[config.mk]
export PLATFORM = sky130hd
export DESIGN_NAME = univ_shift_reg
export DESIGN_NICKNAME = d
export VERILOG_FILES = /design/src/rtl/univ_shift_reg.sv
export SDC_FILE = /design/constraint.sdc
export NUM_CORES = 1
export LEC_CHECK = 0
export BUFFER_PORTS_ARGS = -buffer_cell sky130_fd_sc_hd__buf_2
export CAP_MARGIN = 20
export CORE_UTILIZATION = 42
export CTS_CLUSTER_SIZE = 8
export DETAILED_ROUTE_END_ITERATION = 16
export HOLD_SLACK_MARGIN = 0.1
export PLACE_DENSITY = 0.71
export SLEW_MARGIN = 10
export SYNTH_ARGS = -nofsm -noshare
export SYNTH_HDL_FRONTEND = slang
export SYNTH_SLANG_ARGS = --single-unit
[constraint.sdc]
create_clock -name clk -period 1.8 [get_ports clk]
set_clock_uncertainty 0.1 [all_clocks]
set_input_delay 0.18 -clock clk [delete_from_list [all_inputs] [get_ports clk]]
set_output_delay 0.18 -clock clk [all_outputs]
set_load 0.05 [all_outputs]
[src/rtl/univ_shift_reg.sv]
// Universal WIDTH-bit shift register: load/NOP complete in one cycle, counted shifts take N cycles plus a done pulse.
// No queueing: start is honoured only in IDLE, and commands arriving while busy are dropped.
module univ_shift_reg #(
    parameter int WIDTH = 8,
    parameter int CNT_W = 4
) (
    input  logic             clk,
    input  logic             rst,
    input  logic             start,
    input  logic [2:0]       op,
    input  logic [CNT_W-1:0] count,
    input  logic             serial_in_l,
    input  logic             serial_in_r,
    input  logic [WIDTH-1:0] parallel_in,
    output logic [WIDTH-1:0] parallel_out,
    output logic             serial_out_l,
    output logic             serial_out_r,
    output logic             busy,
    output logic             done
);

    localparam logic [2:0] OP_NOP  = 3'b000;
    localparam logic [2:0] OP_LOAD = 3'b001;
    localparam logic [2:0] OP_SHL  = 3'b010;
    localparam logic [2:0] OP_SHR  = 3'b011;
    localparam logic [2:0] OP_ROL  = 3'b100;
    localparam logic [2:0] OP_ROR  = 3'b101;
    localparam logic [2:0] OP_ASR  = 3'b110;

    typedef enum logic {IDLE, SHIFT} state_t;

    state_t           state, state_nxt;
    logic [WIDTH-1:0] q, q_nxt;
    logic [CNT_W-1:0] rem, rem_nxt;
    logic [2:0]       op_q, op_nxt;
    logic             done_nxt;

    function automatic logic [WIDTH-1:0] shift1(input logic [WIDTH-1:0] d,
                                                input logic [2:0] o,
                                                input logic sl, input logic sr);
        logic [WIDTH-1:0] r;
        r = d;
        case (o)
            OP_SHL:  r = {d[WIDTH-2:0], sl};
            OP_SHR:  r = {sr, d[WIDTH-1:1]};
            OP_ROL:  r = {d[WIDTH-2:0], d[WIDTH-1]};
            OP_ROR:  r = {d[0], d[WIDTH-1:1]};
            OP_ASR:  r = {d[WIDTH-1], d[WIDTH-1:1]};
            default: r = d;
        endcase
        return r;
    endfunction

    always_comb begin
        state_nxt = state;
        q_nxt     = q;
        rem_nxt   = rem;
        op_nxt    = op_q;
        done_nxt  = 1'b0;
        case (state)
            IDLE: begin
                if (start) begin
                    op_nxt = op;
                    case (op)
                        OP_LOAD: begin
                            q_nxt    = parallel_in;
                            done_nxt = 1'b1;
                        end
                        OP_SHL, OP_SHR, OP_ROL, OP_ROR, OP_ASR: begin
                            // A zero count completes immediately, just like NOP.
                            if (count == '0) begin
                                done_nxt = 1'b1;
                            end else begin
                                rem_nxt   = count;
                                state_nxt = SHIFT;
                            end
                        end
                        default: done_nxt = 1'b1;
                    endcase
                end
            end
            SHIFT: begin
                q_nxt   = shift1(q, op_q, serial_in_l, serial_in_r);
                rem_nxt = rem - CNT_W'(1);
                if (rem == CNT_W'(1)) begin
                    state_nxt = IDLE;
                    done_nxt  = 1'b1;
                end
            end
            default: state_nxt = IDLE;
        endcase
    end

    always_ff @(posedge clk) begin
        if (rst) begin
            state <= IDLE;
            q     <= '0;
            rem   <= '0;
            op_q  <= OP_NOP;
            done  <= 1'b0;
        end else begin
            state <= state_nxt;
            q     <= q_nxt;
            rem   <= rem_nxt;
            op_q  <= op_nxt;
            done  <= done_nxt;
        end
    end

    assign parallel_out = q;
    assign serial_out_l = q[WIDTH-1];
    assign serial_out_r = q[0];
    assign busy         = (state == SHIFT);

endmodule

==> impl_metrics.yaml, run 1 <==
cts:
  clk_latency_ns: 0.30
  clkTransAtPathRegs_ns: 0.10
  cts_buffer_depth: 2
  cts_root_buf: "clkbuf_4"
  numCtsBuffers: 3
  cts_tree: "done"
  htreeDepth: 1
  clock-sinks: 17
  cts_setup_buffers: 0
power_and_ir_drop:
  leakage_nw: 0.540
  p_total_mw: 0.962
  p_int_mw: 0.613
  worst_ir_drop_vdd_v: 0.000398
  p_sw_frac: 0.363
  p_switching_mw: 0.349
  p_clk_frac: 0.220
  pwr-share-seq: 0.467
  comb_power_share: 0.313
  powerDensity_nw_per_um2: 714
cells_and_area:
  areaGrowthSynthToFinish_pct: 19.8
  drive_gt1_frac: 0.310
  final_core_util: 0.539
  antenna_cells: 0
  nNetsFinal: 181
  fillers: 249
  layout_commonest_cell: "buf_2"
  final_cell_mix: "buf_2 (31), dfxtp_1 (15), a21oi_1 (10), nand3_1 (9), mux2i_1 (8)"
sta:
  fin_crit_ns: 1.66
  timing.hold.ws_ns: 0.103
  drv_slew: 0
  hold_viol_final: 0
  maxSlewHeadroom: 0.676
  finalSetupViolations: 0
  setup_slack_ns: 0.142
  fin_setup_tns_ns: 0
  finalCritPeriodShare: 0.921
  max_freq_mhz: 603
  rsz0062_at_grt: "false"
  tightest_slew_ns: 0.486
place:
  dpl_worst_slack_ns: 0.0848
  port_buffers: 31
  gp_congestion: 0.870
  dp_hpwl_um: 2080
setup_path:
  crit_path_start_kind: "flip-flop"
  slowest_stage: "dfxtp_1"
  cp_slowest_stage_delay_ns: 0.51
  required_ns: 1.88
  crit_fanout: 10
  path_cells: "xor2_1 -> a21o_2 -> mux2i_1 -> o211ai_1"
  crit_arrival_ns: 1.73
  path_class: "flip-flop to flip-flop"
  critPathCaptureType: "flip-flop"
synth:
  synthFlopType: "dfxtp_1"
  syn_avg_cell_area_um2: 9.06
  synth.distinct_cells: 43
  synthCells: 124
  synth_area_um2: 1120
  ys_seq_area_frac: 0.303
  synth-edff-count: 0
  synthTopCellsByArea: "dfxtp_1 (30%), mux2i_1 (7.1%), a21oi_1 (4.5%)"
  synth_nets: 146
  synth-seq-cells: 17
  synth_largest_area_cell: "dfxtp_1"
  synth_top_area_frac: 0.303
  ys_warn_count: 0
  postSynth.asyncResetShare: 0
detailed_routing:
  dr.first_iter.drc_count: 26
  firstDrtPassIters: 4
  vias: 1111
  drc: 0
  avgViaCountPerCell: 5.91
  ant_nets: 0
  post_drt_wl_per_cell_um: 14.9
  wirelength_um: 2800
die:
  die_w_um: 53.7
  die_height_um: 53.7
  io_pins: 32
  start_util: 0.449
  core_um2: 2500
  rows: 18
  die_area_um2: 2890
min_path:
  hold_path.class: "input port to flip-flop"
global_routing:
  grt_pass1_wl_um: 4310
  antenna_found_initial: 0
  grt_max_degree: 14
  grt_usage: 0.206
  grt_overflow: 0
  grt_pass1_vias: 995
outcome:
  outcome: "finished clean"
flow_run:
  maxCapViolCount: 0
worst max-delay path: cells and delay by family (launching register included):
family / cells / cell delay (ns)
flip-flops: 1 / 0.51
AO/OA/AOI/OAI: 2 / 0.39
XOR/XNOR: 1 / 0.29
multiplexers: 1 / 0.24
path summary, 6_finish.rpt:
path / endpoint / cells past startpoint / slack, ns / from
worst max-delay path: parallel_out[5] / 4 / 0.14 / op_q[2]
worst min-delay path: parallel_out[3] / 3 / 0.10 / parallel_in[3]
worst max register to register: parallel_out[5] / 4 / 0.14 / op_q[2]
worst min register to register: parallel_out[6] / 2 / 0.44 / parallel_out[6]
cells by family (layout without fill, tap and decap cells):
group                    after synthesis  count (layout)  synth area share
flip-flops                            17              17             0.303
XOR/XNOR                               3               3            0.0234
buffers and inverters                 18              52             0.106
adder cells (fa/ha/maj)                3               3            0.0312
AO/OA/AOI/OAI                         37              37             0.246
multiplexers                           8               8            0.0713
AND/OR/NAND/NOR                       38              38             0.219
power groups by stage:
stage / registers (mW) / logic (mW) / clock network, mW
3_5_place_dp: 0.456 / 0.288 / 0
5_1_grt: 0.454 / 0.327 / 0.236
4_1_cts: 0.448 / 0.301 / 0.221
3_3_place_gp: 0.455 / 0.280 / 0
2_1_floorplan: 0.486 / 0.193 / 0
6_report: 0.449 / 0.301 / 0.212
flip-flops by register name, summed over array words and instances (netlist names):
signal,flops
parallel_out,8
busy,1
op_q,3
rem,4
done,1
area by class of cell:
| class | instances | area (um^2) | share of cell area |
|---|---|---|---|
| clock buffers | 4 | 26.3 | 0.0195 |
| inverters | 7 | 26.3 | 0.0195 |
| multi-input cells | 89 | 666 | 0.494 |
| flip-flops and latches | 17 | 343 | 0.255 |
| well taps | 30 | 37.5 | 0.0279 |
| repair buffers | 41 | 248 | 0.184 |
stage by stage:
step / cell area, um^2 / instances
final: 1350 / 188
after global routing: 1350 / 188
after CTS: 1340 / 188
after detailed placement: 1250 / 177
after global placement: 1250 / 177
after floorplan: 1120 / 124
cells in the mapped netlist, drive strengths merged (2+ instances only):
| cell | number |
|---|---|
| o221ai | 3 |
| dfxtp | 17 |
| nand4 | 6 |
| nand3 | 10 |
| o21ai | 3 |
| a221oi | 4 |
| mux2i | 8 |
| inv | 7 |
| a21oi | 10 |
| ha | 2 |
| nor2 | 7 |
| a211oi | 6 |
| xnor2 | 2 |
| nor3b | 2 |
| nand2 | 4 |
| or2 | 2 |
| o211ai | 3 |
| buf | 9 |
metal layers:
metal  GRT usage  part of all wire
met5           0                 0
met4      0.0965             0.016
met3      0.0282             0.028
met2       0.337              0.48
met1       0.262              0.47
timing repair:
item                                    in CTS  in global routing
hold buffers                                 7                  0
endpoints found under the hold margin       10                  0
gates resized for setup                      0                  3
endpoints found under the setup margin       0                  5
Power figures use the tool's default switching activity.
==> run 2: changes to the inputs <==
--- a/config.mk
+++ b/config.mk
@@ -5,6 +5,7 @@
 export SDC_FILE = /design/constraint.sdc
 export NUM_CORES = 1
 export LEC_CHECK = 0
+export ABC_AREA = 1
 export BUFFER_PORTS_ARGS = -buffer_cell sky130_fd_sc_hd__buf_2
 export CAP_MARGIN = 20
 export CORE_UTILIZATION = 42
==> run 2 against run 1 <==
- global-route usage is 0.051 points lower
- power is 10% higher
- final cell count is 29% higher
==> impl_metrics.yaml, run 2 <==
cts:
  cts_buffer_depth: 2
  clkTransAtPathRegs_ns: 0.11
  cts_root_buf: "clkbuf_4"
  htreeDepth: 1
  numCtsBuffers: 3
  cts_tree: "done"
  clock-sinks: 17
  clk_latency_ns: 0.29
  cts_resized: 0
cells_and_area:
  seq_area_um2: 340
  drive_gt1_frac: 0.255
  layout_commonest_cell: "nand2_1"
  largest_reg_flops: 8
  multiInputGateArea_um2: 667
  antenna_cells: 0
  final_cell_mix: "nand2_1 (50), buf_2 (31), a21oi_1 (19), inv_1 (17), dfxtp_1 (17)"
  areaGrowthSynthToFinish_pct: 20.5
  nNetsFinal: 235
  fillers: 253
global_routing:
  grt_overflow: 0
  grt_pass1_vias: 1062
  grt_pass1_wl_um: 4460
  antenna_found_initial: 0
  grt_max_degree: 17
  grt_usage: 0.205
detailed_routing:
  ant_nets: 0
  wirelength_um: 2730
  firstDrtPassIters: 4
  post_drt_wl_per_cell_um: 11.3
  vias: 1263
  avgViaCountPerCell: 5.22
  dr.first_iter.drc_count: 42
  drc: 0
power_and_ir_drop:
  comb_power_share: 0.369
  leakage_nw: 0.687
  worst_ir_drop_vdd_v: 0.000476
  pwr-share-seq: 0.427
  p_clk_frac: 0.204
  p_int_mw: 0.628
  p_sw_frac: 0.408
  powerDensity_nw_per_um2: 771
  p_switching_mw: 0.432
setup_path:
  required_ns: 1.93
  crit_path_start_kind: "flip-flop"
  crit_arrival_ns: 1.77
  critPathCaptureType: "flip-flop"
  crit_fanout: 11
  ff2ff_path_depth: 6
  path_class: "flip-flop to flip-flop"
synth:
  synthTopCellsByArea: "dfxtp_1 (30%), nand2_1 (16%), a21oi_1 (8.3%)"
  ys_warn_count: 0
  synth.distinct_cells: 23
  postSynth.asyncResetShare: 0
  synth-edff-count: 0
  synth_area_um2: 1140
  synth-seq-cells: 17
  synthCells: 177
  yosys-top-cells-count: "nand2_1 (50), a21oi_1 (19), dfxtp_1 (17), inv_1 (17), nand3_1 (16)"
  syn_avg_cell_area_um2: 6.44
  synth_nets: 199
  yosysMostFrequentCell: "nand2_1"
  synthFlopType: "dfxtp_1"
  ys_seq_area_frac: 0.299
  synth_top_area_frac: 0.299
  synth_largest_area_cell: "dfxtp_1"
die:
  io_pins: 32
  start_util: 0.452
  core_um2: 2520
  die_w_um: 54.1
  die_height_um: 54.1
  rows: 18
  die_area_um2: 2930
sta:
  fin_setup_tns_ns: 0
  setup_slack_ns: 0.167
  maxSlewHeadroom: 0.692
  finalSetupViolations: 0
  tightest_slew_ns: 0.461
  fin_crit_ns: 1.63
  finalCritPeriodShare: 0.907
  hold_viol_final: 0
  max_freq_mhz: 613
  rsz0062_at_grt: "false"
  drv_slew: 0
place:
  dp_hpwl_um: 2000
  port_buffers: 31
  dpl_worst_slack_ns: 0.213
  gp_congestion: 0.849
min_path:
  hold_path.class: "input port to flip-flop"
  min_path_cells: 4
flow_run:
  maxCapViolCount: 0
outcome:
  outcome: "finished clean"
## run 2: cell types whose count changed after synthesis, moves of 4 or more
| cell | change |
|---|---|
| nand3_1 | +7 |
| a21oi_1 | +9 |
| a211oi_1 | -6 |
| o21ai_0 | +6 |
| a221oi_1 | -4 |
| nand2_1 | +46 |
| inv_1 | +10 |
| or2_2 | +4 |
| mux2i_1 | -8 |
| nand4_1 | +6 |
## run 2: repair_timing
action	CTS	global route
endpoints found under the setup margin	0	0
endpoints found under the hold margin	10	0
hold buffers	5	0
setup buffers	0	0
## run 2: worst max-delay path: stages, from the launching register on
cell and delay [ns]:
dfxtp_1 0.48, nand3_1 0.39, nand3_2 0.27, nand2_1 0.07
nand3_1 0.09, nand2_1 0.06, a21oi_1 0.11
## run 2: final timing paths
| path | startpoint | end | slack [ns] |
|---|---|---|---|
| hold / removal | parallel_in[5] | parallel_out[5] | 0.13 |
| setup / recovery | op_q[2] | parallel_out[6] | 0.17 |
| setup reg to reg | op_q[2] | parallel_out[6] | 0.17 |
| hold reg to reg | rem[3] | rem[3] | 0.40 |
## run 2: cells by family after synthesis
family | share of synthesized area
buffers and inverters | 0.116
and+or+nand+nor | 0.398
DFF | 0.299
AOI/OAI and AO/OA | 0.165
adders and majority gates | 0.0220
## run 2: power by group through the flow
stage	clock network, mW	logic [mW]	registers (mW)
final	0.216	0.391	0.453
after global placement	0	0.375	0.459
after global routing	0.236	0.434	0.458
after detailed placement	0	0.381	0.460
after floorplan	0	0.224	0.530
after CTS	0.222	0.391	0.451
## run 2: area by class of cell
| cell class | instances | area share |
|---|---|---|
| clock buffers | 3 | 0.0164 |
| clock inverters | 1 | 0.00546 |
| inverters | 19 | 0.0519 |
| multi-input cells | 133 | 0.485 |
| flip-flops and latches | 17 | 0.248 |
| well taps | 30 | 0.0273 |
| repair buffers | 39 | 0.166 |
## run 2: layer usage
| layer | up-vias | wire length, um | global-route usage |
|---|---|---|---|
| met5 | - | 0 | 0 |
| met4 | 0 | 15 | 0.0385 |
| met3 | 2 | 97 | 0.0339 |
| met2 | 32 | 1300 | 0.346 |
| met1 | 573 | 1320 | 0.273 |
| li1 | 656 | - | - |
## run 2: stage by stage
stage                     power (mW)  instances  utilization  hold WS, ns  instance area [um^2]
after floorplan                0.754        177            -        0.149                  1140
after global placement         0.834        233        0.513        0.341                  1290
after detailed placement       0.841        233        0.513        0.345                  1290
after CTS                       1.06        242        0.545        0.124                  1370
after global routing            1.13        242        0.545        0.144                  1370
final                           1.06        242        0.545        0.126                  1370
==> run 3: changes to the inputs <==
--- a/config.mk
+++ b/config.mk
@@ -8,11 +8,12 @@
 export ABC_AREA = 1
 export BUFFER_PORTS_ARGS = -buffer_cell sky130_fd_sc_hd__buf_2
 export CAP_MARGIN = 20
-export CORE_UTILIZATION = 42
+export CORE_UTILIZATION = 51
 export CTS_CLUSTER_SIZE = 8
 export DETAILED_ROUTE_END_ITERATION = 16
 export HOLD_SLACK_MARGIN = 0.1
-export PLACE_DENSITY = 0.71
+export PLACE_DENSITY = 0.82
+export RECOVER_POWER = 50
 export SLEW_MARGIN = 10
 export SYNTH_ARGS = -nofsm -noshare
 export SYNTH_HDL_FRONTEND = slang
==> run 3 against run 2 <==
- die area shrank 17%
- flip-flop and latch count stayed put
- hold slack lost 0.0028 ns
- count of clock-buffer cells in the layout up 1
- critical path type unchanged
- highest routed layer unchanged
==> impl_metrics.yaml, run 3 (synthesis results as in run 2) <==
detailed_routing:
  drc: 0
  wirelength_um: 2720
  dr.first_iter.drc_count: 45
  post_drt_wl_per_cell_um: 11.4
  ant_nets: 0
  avgViaCountPerCell: 5.33
  firstDrtPassIters: 5
  vias: 1268
global_routing:
  grt_max_degree: 17
  grtUsageMet2: 0.427
  grt_usage: 0.250
  antenna_found_initial: 0
  grt_overflow: 0
  grt-busiest-layer: "met2"
  use_met3: 0.0280
  grt_pass1_wl_um: 4770
  gr-usage-met1: 0.321
  grt_pass1_vias: 1115
die:
  core_um2: 2020
  die_area_um2: 2430
  rows: 16
  start_util: 0.564
  io_pins: 32
  die_w_um: 49.3
  die_height_um: 49.3
setup_path:
  r2r_start: "op_q[2]"
  crit_path_start_kind: "flip-flop"
  required_ns: 1.92
  critPathCaptureType: "flip-flop"
  crit_fanout: 11
  cp_slowest_stage_delay_ns: 0.47
  startpoint: "op_q[2]"
  path_cells: "nand3_1 -> nand3_2 -> nand2_1 -> nand3_1 -> nand2_1 -> a21oi_1"
  worst-path-buf-inv: 0
  crit_arrival_ns: 1.72
  slowest_stage: "dfxtp_1"
  path_class: "flip-flop to flip-flop"
  cp_top_family: "simple AND/OR/NAND/NOR gates"
cells_and_area:
  fillers: 212
  antenna_cells: 0
  final_core_util: 0.664
  nNetsFinal: 234
  final_cell_mix: "nand2_1 (50), buf_2 (20), a21oi_1 (19), inv_1 (17), dfxtp_1 (17)"
  layout_commonest_cell: "nand2_1"
  drive_gt1_frac: 0.199
  areaGrowthSynthToFinish_pct: 17.8
  multiInputGateArea_um2: 667
  largest_reg_flops: 8
  seq_area_um2: 340
  final_cell_count_no_fill: 238
sta:
  tightest_slew_ns: 0.601
  rsz0062_at_grt: "false"
  timing.hold.ws_ns: 0.123
  max_freq_mhz: 624
  finalCritPeriodShare: 0.890
  maxSlewHeadroom: 0.601
  fin_setup_tns_ns: 0
  drv_slew: 0
  hold_viol_final: 0
  finalSetupViolations: 0
  fin_crit_ns: 1.60
  setup_slack_ns: 0.198
place:
  dpl_worst_slack_ns: 0.239
  gp_congestion: 0.843
  dp_hpwl_um: 2030
  port_buffers: 31
  placed_cells: 230
power_and_ir_drop:
  leakage_nw: 0.640
  powerDensity_nw_per_um2: 777
  worst_ir_drop_vdd_v: 0.000520
cts:
  cts_setup_buffers: 0
  cts_root_buf: "clkbuf_4"
  clock-sinks: 17
  cts_hold_buf: 4
  htreeDepth: 1
  clk_latency_ns: 0.29
  cts_resized: 0
  cts_buffer_depth: 2
  cts_tree: "done"
  numCtsBuffers: 3
  clkTransAtPathRegs_ns: 0.11
min_path:
  hold_path.class: "input port to flip-flop"
  hold_start: "serial_in_l"
outcome:
  outcome: "finished clean"
flow_run:
  maxCapViolCount: 0
run 3: changes by cell type in the layout (fill, tap and decap cells not counted):
cell	change
buf_2	-11
clkbuf_1	+12
clkinvlp_4	-1
dlygate4sd3_1	-1
run 3: metrics by stage:
step / power (mW) / area [um^2]
global route: 1.11 / 1340
global placement: 0.829 / 1290
CTS: 1.05 / 1360
detailed placement: 0.839 / 1290
finish: 1.04 / 1340
floorplan: 0.754 / 1140
run 3: power breakdown:
part	total [mW]	internal, mW	switching (mW)
logic	0.381	0.120	0.260
registers	0.454	0.414	0.0397
clock network	0.208	0.0861	0.122
run 3: area by class of cell:
class / instances / share of cell area
multi-input combinational: 133 / 0.497
clock buffer: 4 / 0.0196
timing repair buffer: 38 / 0.152
tap: 27 / 0.0252
inverter: 19 / 0.0531
sequential: 17 / 0.253
run 3: worst paths after layout:
check / end / slack (ns) / cells past startpoint
hold reg to reg: rem[3] / 0.40 / 2
setup reg to reg: parallel_out[2] / 0.20 / 6
hold / removal: parallel_out[0] / 0.12 / 5
setup / recovery: parallel_out[2] / 0.20 / 6
run 3: worst register-to-register path, stage by stage (launching register included):
cell	delay (ns)
dfxtp_1	0.47
nand3_1	0.37
nand3_2	0.26
nand2_1	0.07
nand3_1	0.09
nand2_1	0.05
a21oi_1	0.12
run 3: layer usage:
metal | share of wire | vias up
met5 | 0 | -
met3 | 0.052 | 2
met2 | 0.49 | 43
met1 | 0.45 | 569
met4 | 0.0052 | 0
li1 | - | 654
